--- src/rtl/ultrasonic_ranger_mc.sv ---
// Round-robin HC-SR04 style ranging controller for N_CH sensors.
// Each slot fires one trigger pulse, times the synchronised echo in whole centimetres and stores the result.
module ultrasonic_ranger_mc #(
    parameter int N_CH        = 2,
    parameter int DIST_W      = 16,
    parameter int TRIG_CYC    = 500,
    parameter int CYC_PER_CM  = 2900,
    parameter int TIMEOUT_CYC = 1500000,
    parameter int PERIOD_CYC  = 3000000,
    localparam int CH_W       = (N_CH > 1) ? $clog2(N_CH) : 1
) (
    input  logic                     clk,
    input  logic                     reset,
    input  logic                     enable,
    input  logic [N_CH-1:0]          echo,
    output logic [N_CH-1:0]          trigger,
    output logic [N_CH*DIST_W-1:0]   dist_cm,
    output logic                     dist_valid,
    output logic [CH_W-1:0]          dist_ch,
    output logic [N_CH-1:0]          timeout,
    output logic                     busy,
    output logic [2:0]               dbg_state
);

    localparam int CNT_MAXV = (TIMEOUT_CYC > TRIG_CYC) ? TIMEOUT_CYC : TRIG_CYC;
    localparam int CNT_W    = $clog2(CNT_MAXV + 1);
    localparam int SLOT_W   = $clog2(PERIOD_CYC + TRIG_CYC + 2 * TIMEOUT_CYC + 4);
    localparam int SUB_W    = (CYC_PER_CM > 1) ? $clog2(CYC_PER_CM) : 1;

    localparam logic [CNT_W-1:0]  TRIG_LAST = CNT_W'(TRIG_CYC - 1);
    localparam logic [CNT_W-1:0]  TMO_LAST  = CNT_W'(TIMEOUT_CYC - 1);
    localparam logic [SLOT_W-1:0] SLOT_LAST = SLOT_W'(PERIOD_CYC - 1);
    localparam logic [SLOT_W-1:0] SLOT_MAX  = {SLOT_W{1'b1}};
    localparam logic [SUB_W-1:0]  SUB_LAST  = SUB_W'(CYC_PER_CM - 1);
    localparam logic [DIST_W-1:0] CM_MAX    = {DIST_W{1'b1}};
    localparam logic [CH_W-1:0]   CH_LAST   = CH_W'(N_CH - 1);

    // Handshake: dist_valid is a one-cycle strobe with no ready; dist_ch and the
    // written dist_cm/timeout entry are stable from that cycle until the next write.

    typedef enum logic [2:0] {
        S_IDLE      = 3'd0,
        S_TRIG      = 3'd1,
        S_WAIT_RISE = 3'd2,
        S_MEASURE   = 3'd3,
        S_HOLDOFF   = 3'd4
    } state_t;

    state_t              r_state;
    state_t              w_state_nxt;

    logic [N_CH-1:0]     r_sync1;
    logic [N_CH-1:0]     r_sync2;
    logic [N_CH-1:0]     r_sync3;

    logic [CH_W-1:0]     r_ch;
    logic [CNT_W-1:0]    r_cnt;
    logic [SLOT_W-1:0]   r_slot;
    logic [SUB_W-1:0]    r_sub;
    logic [DIST_W-1:0]   r_cm;

    logic [DIST_W-1:0]   r_dist [N_CH];
    logic [N_CH-1:0]     r_tmo;
    logic                r_valid;
    logic [CH_W-1:0]     r_dist_ch;

    logic                w_echo_lvl;
    logic                w_rise;
    logic                w_fall;
    logic                w_start;
    logic                w_wr_norm;
    logic                w_wr_tmo;
    logic                w_adv;
    logic                w_tick;
    logic [SUB_W-1:0]    w_sub_base;
    logic [DIST_W-1:0]   w_cm_base;
    logic [SUB_W-1:0]    w_sub_inc;
    logic [DIST_W-1:0]   w_cm_inc;

    assign w_echo_lvl = r_sync2[r_ch];
    assign w_rise     = r_sync2[r_ch] & ~r_sync3[r_ch];
    assign w_fall     = ~r_sync2[r_ch] & r_sync3[r_ch];

    always_ff @(posedge clk or posedge reset) begin
        if (reset) begin
            r_sync1 <= '0;
            r_sync2 <= '0;
            r_sync3 <= '0;
        end else begin
            r_sync1 <= echo;
            r_sync2 <= r_sync1;
            r_sync3 <= r_sync2;
        end
    end

    always_ff @(posedge clk or posedge reset) begin
        if (reset) begin
            r_state <= S_IDLE;
        end else begin
            r_state <= w_state_nxt;
        end
    end

    // Abort on enable=0 takes priority in the active states; HOLDOFF always runs the slot out.
    always_comb begin
        w_state_nxt = r_state;
        w_start     = 1'b0;
        w_wr_norm   = 1'b0;
        w_wr_tmo    = 1'b0;
        w_adv       = 1'b0;
        case (r_state)
            S_IDLE: begin
                if (enable) w_state_nxt = S_TRIG;
            end
            S_TRIG: begin
                if (!enable)                 w_state_nxt = S_IDLE;
                else if (r_cnt == TRIG_LAST) w_state_nxt = S_WAIT_RISE;
            end
            S_WAIT_RISE: begin
                if (!enable) begin
                    w_state_nxt = S_IDLE;
                end else if (w_rise) begin
                    w_state_nxt = S_MEASURE;
                    w_start     = 1'b1;
                end else if (r_cnt == TMO_LAST) begin
                    w_state_nxt = S_HOLDOFF;
                    w_wr_tmo    = 1'b1;
                end
            end
            S_MEASURE: begin
                if (!enable) begin
                    w_state_nxt = S_IDLE;
                end else if (w_fall) begin
                    w_state_nxt = S_HOLDOFF;
                    w_wr_norm   = 1'b1;
                end else if (r_cnt >= TMO_LAST) begin
                    w_state_nxt = S_HOLDOFF;
                    w_wr_tmo    = 1'b1;
                end
            end
            S_HOLDOFF: begin
                if (r_slot >= SLOT_LAST) begin
                    w_adv       = 1'b1;
                    w_state_nxt = enable ? S_TRIG : S_IDLE;
                end
            end
            default: w_state_nxt = S_IDLE;
        endcase
    end

    // The rise-detect cycle already has echo high, so it seeds the count with one tick.
    always_comb begin
        w_sub_base = w_start ? '0 : r_sub;
        w_cm_base  = w_start ? '0 : r_cm;
        w_sub_inc  = w_sub_base + SUB_W'(1);
        w_cm_inc   = w_cm_base;
        if (w_sub_base == SUB_LAST) begin
            w_sub_inc = '0;
            w_cm_inc  = (w_cm_base == CM_MAX) ? CM_MAX : w_cm_base + DIST_W'(1);
        end
        w_tick = w_start || ((r_state == S_MEASURE) && w_echo_lvl);
    end

    // r_cnt is a per-state timer; in MEASURE it holds the echo-high cycles seen so far.
    always_ff @(posedge clk or posedge reset) begin
        if (reset) begin
            r_cnt  <= '0;
            r_slot <= '0;
            r_sub  <= '0;
            r_cm   <= '0;
            r_ch   <= '0;
        end else begin
            if (w_state_nxt != r_state) begin
                r_cnt <= w_start ? CNT_W'(1) : '0;
            end else if ((r_state == S_TRIG) || (r_state == S_WAIT_RISE) ||
                         (r_state == S_MEASURE)) begin
                r_cnt <= r_cnt + CNT_W'(1);
            end

            if ((w_state_nxt == S_TRIG) && (r_state != S_TRIG)) begin
                r_slot <= '0;
            end else if ((r_state != S_IDLE) && (r_slot != SLOT_MAX)) begin
                r_slot <= r_slot + SLOT_W'(1);
            end

            if (w_tick) begin
                r_sub <= w_sub_inc;
                r_cm  <= w_cm_inc;
            end

            if (w_adv) begin
                r_ch <= (r_ch == CH_LAST) ? '0 : r_ch + CH_W'(1);
            end
        end
    end

    always_ff @(posedge clk or posedge reset) begin
        if (reset) begin
            for (int k = 0; k < N_CH; k++) begin
                r_dist[k] <= '0;
            end
            r_tmo     <= '0;
            r_valid   <= 1'b0;
            r_dist_ch <= '0;
        end else begin
            r_valid <= w_wr_norm | w_wr_tmo;
            if (w_wr_norm || w_wr_tmo) begin
                r_dist[r_ch] <= w_wr_tmo ? CM_MAX : r_cm;
                r_tmo[r_ch]  <= w_wr_tmo;
                r_dist_ch    <= r_ch;
            end
        end
    end

    // Trigger follows enable combinationally so an abort drops the pin in the same cycle.
    always_comb begin
        trigger = '0;
        if ((r_state == S_TRIG) && enable) begin
            trigger[r_ch] = 1'b1;
        end
    end

    always_comb begin
        dist_cm = '0;
        for (int k = 0; k < N_CH; k++) begin
            dist_cm[k*DIST_W +: DIST_W] = r_dist[k];
        end
    end

    assign dist_valid = r_valid;
    assign dist_ch    = r_dist_ch;
    assign timeout    = r_tmo;
    assign busy       = (r_state != S_IDLE);
    assign dbg_state  = r_state;

endmodule

--- config.mk ---
export PLATFORM = sky130hd
export DESIGN_NAME = ultrasonic_ranger_mc
export DESIGN_NICKNAME = d
export VERILOG_FILES = /design/src/rtl/ultrasonic_ranger_mc.sv
export SDC_FILE = /design/constraint.sdc
export NUM_CORES = 1
export LEC_CHECK = 0
export BUFFER_PORTS_ARGS = -buffer_cell sky130_fd_sc_hd__buf_2
export CAP_MARGIN = 20
export CELL_PAD_IN_SITES_DETAIL_PLACEMENT = 1
export CELL_PAD_IN_SITES_GLOBAL_PLACEMENT = 1
export CORE_MARGIN = 2
export CORE_UTILIZATION = 45
export CTS_CLUSTER_SIZE = 16
export DETAILED_ROUTE_END_ITERATION = 10
export PLACE_DENSITY_LB_ADDON = 0.1
export SLEW_MARGIN = 5
export SYNTH_ARGS = -nofsm -noshare
export SYNTH_HDL_FRONTEND = slang
export SYNTH_SLANG_ARGS = --single-unit
--- constraint.sdc ---
create_clock -name clk -period 3.83 [get_ports clk]
set_input_delay 0.383 -clock clk [delete_from_list [all_inputs] [get_ports clk]]
set_output_delay 0.383 -clock clk [all_outputs]
set_load 0.05 [all_outputs]
==> impl_metrics.csv <==
group,metric,value,unit
timing,setup_viol,0,
logic_synthesis,synth_nets,653,
pwr,clkPwrFrac,0.529,
pwr,power_density,435,mW/mm^2
timing,fin_crit,3.21,ns
logic_synthesis,synth-adder-area-share,0.00829,
hold_path,min_from,"echo[1]",
cells_and_area,drive_gt1_frac,0.153,
timing,fin_worst_skew,0.0108,ns
clock_network,cts_tree,"built",
logic_synthesis,synth_largest_area_cell,"dfrtp_1",
placed_design,dp.cells,849,
timing,tightestPinTransition,0.870,ns
die,core,0.0132,mm^2
logic_synthesis,syn_area,0.00604,mm^2
drt,wirelength,15.7,mm
grt,grt_pass1_wl,26.5,mm
pwr,pwr-share-seq,0.429,
logic_synthesis,synth_edf_count,0,
logic_synthesis,synth-seq-cells,118,
drt,post-route-drc-count,0,
pwr,sw_frac_of_total,0.223,
logic_synthesis,yosys-top-cells-count,"dfrtp_1, nor2_1, nand2_1",
drt,dr.pass1.iters,4,
logic_synthesis,syn_area_per_cell,9.38,um^2
cells_and_area,ff_latch_area,0.00295,mm^2
logic_synthesis,synth_cell_type_count,67,
timing,hold_viol,0,
clock_network,cts_made_buffers,17,
timing,relSlewSlack,0.420,
placed_design,dpl.hpwl,10.6,mm
die,ios,47,
clock_network,cts-resized-gates,0,
placed_design,port-buffer-count,46,
grt,grt_pass1_vias,5172,
logic_synthesis,synth_top_area_share,0.489,
drt,wire_per_inst,17.9,um
clock_network,clk_path_buf_depth,2,
worst_setup_path,critPathKind,"flip-flop to flip-flop",
timing,rsz0062_at_grt,"false",
logic_synthesis,synthFlopType,"dfrtp_1",
cells_and_area,fin_cells,881,
clock_network,hold_buffers,0,
die,start_util,0.458,
pwr,ir_worst_vdd,0.492,mV
logic_synthesis,synth-simple-area-share,0.256,
cells_and_area,fin_area,0.00699,mm^2
placed_design,dp_slack,0.650,ns
worst_setup_path,cp_data_arrival_time,3.53,ns
logic_synthesis,synth_compound_area_frac,0.131,
drt,viasPerCell,5.70,
pwr,p_leak,3.10,nW
timing,hold_ws,0.0707,ns
die,dieArea,0.0144,mm^2
die,row_count,42,
timing,setup_ws,0.619,ns
timing,drv_slew,0,
die,die_y,120,um
flow_run,drv_cap,0,
logic_synthesis,synth.area.top_cells,"dfrtp_1, nor2_1, xnor2_1",
drt,drtIter0Drc,295,
cells_and_area,multi_input_area,0.00281,mm^2
worst_setup_path,crit_path_end_kind,"flip-flop",
logic_synthesis,synth_most_common_cell,"dfrtp_1",
cells_and_area,num_antenna_cells,0,
grt,grt-ovfl-total,0,
timing,period_share,0.838,
die,dieWidth,120,um
logic_synthesis,syn_inst,644,
worst_setup_path,critPathMaxFanout,12,
timing,setup_tns,0,ns
worst_setup_path,cp-startpoint,"r_ch",
worst_setup_path,worstReg2RegStart,"r_ch",
worst_setup_path,crit_required,4.15,ns
clock_network,root_buffer,"clkbuf_16",
logic_synthesis,ys_warn_count,0,
worst_setup_path,cp-start-kind,"flip-flop",
grt,grt_max_degree,69,
status,status,"completed",
clock_network,clk_pin_slew,0.05,ns
cells_and_area,fin_util,0.530,
drt,via_count,5018,
grt,globalRouteTotalUtil,0.235,
pwr,intPower,2.36,mW
cells_and_area,syn2layout_area_growth,15.7,%
pwr,power.switching,677,uW
cells_and_area,nNetsFinal,701,
clock_network,clock_latency,0.42,ns
drt,drt.antenna.violating_nets,0,
placed_design,routabilityCongestion,0.893,
pwr,comb_power_share,0.042,
logic_synthesis,ys_seq_area_frac,0.489,
logic_synthesis,synth_top_family_by_area,"simple AND/OR/NAND/NOR gates",
clock_network,cts_setup_buffers,0,
logic_synthesis,synthMuxAreaShare,0.00497,
pwr,total_power,3.04,mW
cells_and_area,fillers,1513,
logic_synthesis,ys_async_sr_fraction,1.00,
hold_path,hp-class,"input pin to flip-flop",
grt,antenna_found_initial,0,
logic_synthesis,synth_xor_area_frac,0.0653,
clock_network,ctsHtreeMaxLevel,4,
timing,fmax,0.311,GHz
placed_design,placed_cell_area,0.00639,mm^2
clock_network,numClockSinks,118,
## worst paths after layout
path	to	slack [ns]	cells past startpoint
max in group asynchronous	r_cnt[19]	2.79	3
setup reg to reg	r_cm[14]	0.62	11
hold / removal	r_sync1[1]	0.07	1
setup / recovery	r_cm[14]	0.62	11
hold reg to reg	r_sync2[1]	0.35	0
min in group asynchronous	r_slot[12]	0.15	2
## state kept, by name, summed over array words and instances (netlist names), 2 cells and up
name and flops:
r_slot 23, dist_cm 32, dbg_state 3, r_cnt 21, r_cm 16, timeout 2, r_sync1 2, r_sub 12
r_sync2 2, r_sync3 2
## cells by family (layout without fill, tap and decap cells)
logic type      after synthesis  count (layout)
buf+inv                      55             116
compound gates              124             124
xor+xnor                     45              45
simple gates                295             295
mux                           3               3
fa+ha+maj                     4               4
flops                       118             118
## power by group through the flow
stage	Clock, mW	Combinational, mW	Sequential [mW]
2_1_floorplan	0	0.100	1.31
3_3_place_gp	0	0.127	1.32
3_5_place_dp	0	0.130	1.32
4_1_cts	1.64	0.131	1.30
5_1_grt	1.70	0.145	1.31
6_report	1.61	0.127	1.30
## worst max-delay path, cell delays in order, from the launching register on
cell and delay, ns:
dfrtp_1 0.50, and3b_1 0.26, o21ai_1 0.26, and2_1 0.17, ha_1 0.23, nand4_1 0.14
nor4_2 0.31, and3_1 0.41, nand3_2 0.21, nor2_2 0.25, a21oi_1 0.11, a311oi_1 0.25
## area by class of cell
type,count,area share
inverter,28,0.0154
sequential,118,0.423
clock inverter,9,0.0177
tap,176,0.0315
timing repair buffer,56,0.0437
multi-input combinational,471,0.402
clock buffer,23,0.0670
## metal layers
metal | up-vias | wire [um] | track usage
li1 | 2398 | - | -
met1 | 2517 | 7470 | 0.321
met2 | 82 | 7550 | 0.371
met3 | 21 | 519 | 0.0566
met4 | 0 | 198 | 0.0735
met5 | - | 0 | 0
## layout by cell type (no fill, tap or decap), types with 3 or more instances in the layout
cell type / Yosys / layout
dfrtp_1: 118 / 118
nor2_1: 107 / 107
buf_2: 6 / 46
nand2_1: 41 / 41
a31oi_1: 38 / 38
xnor2_1: 28 / 28
inv_1: 28 / 27
o21ai_0: 27 / 27
nand3_1: 27 / 27
a21oi_1: 25 / 25
nand4_1: 18 / 18
xor2_1: 17 / 17
clkbuf_16: 0 / 17
and3_1: 15 / 15
nor3_1: 13 / 13
nor4_1: 12 / 12
buf_4: 3 / 10
and4_1: 7 / 7
and2_1: 6 / 6
nor3b_1: 6 / 6
nand2b_1: 5 / 5
clkinv_2: 0 / 5
nor2b_1: 4 / 4
or3_1: 4 / 4
nor2_2: 4 / 4
ha_1: 4 / 4
clkbuf_1: 11 / 4
nor4bb_1: 3 / 3
a32oi_1: 3 / 3
o21ai_1: 3 / 3
a211oi_1: 3 / 3
mux2i_1: 3 / 3
bufinv_16: 0 / 3
(Power assumes the default switching activity.)
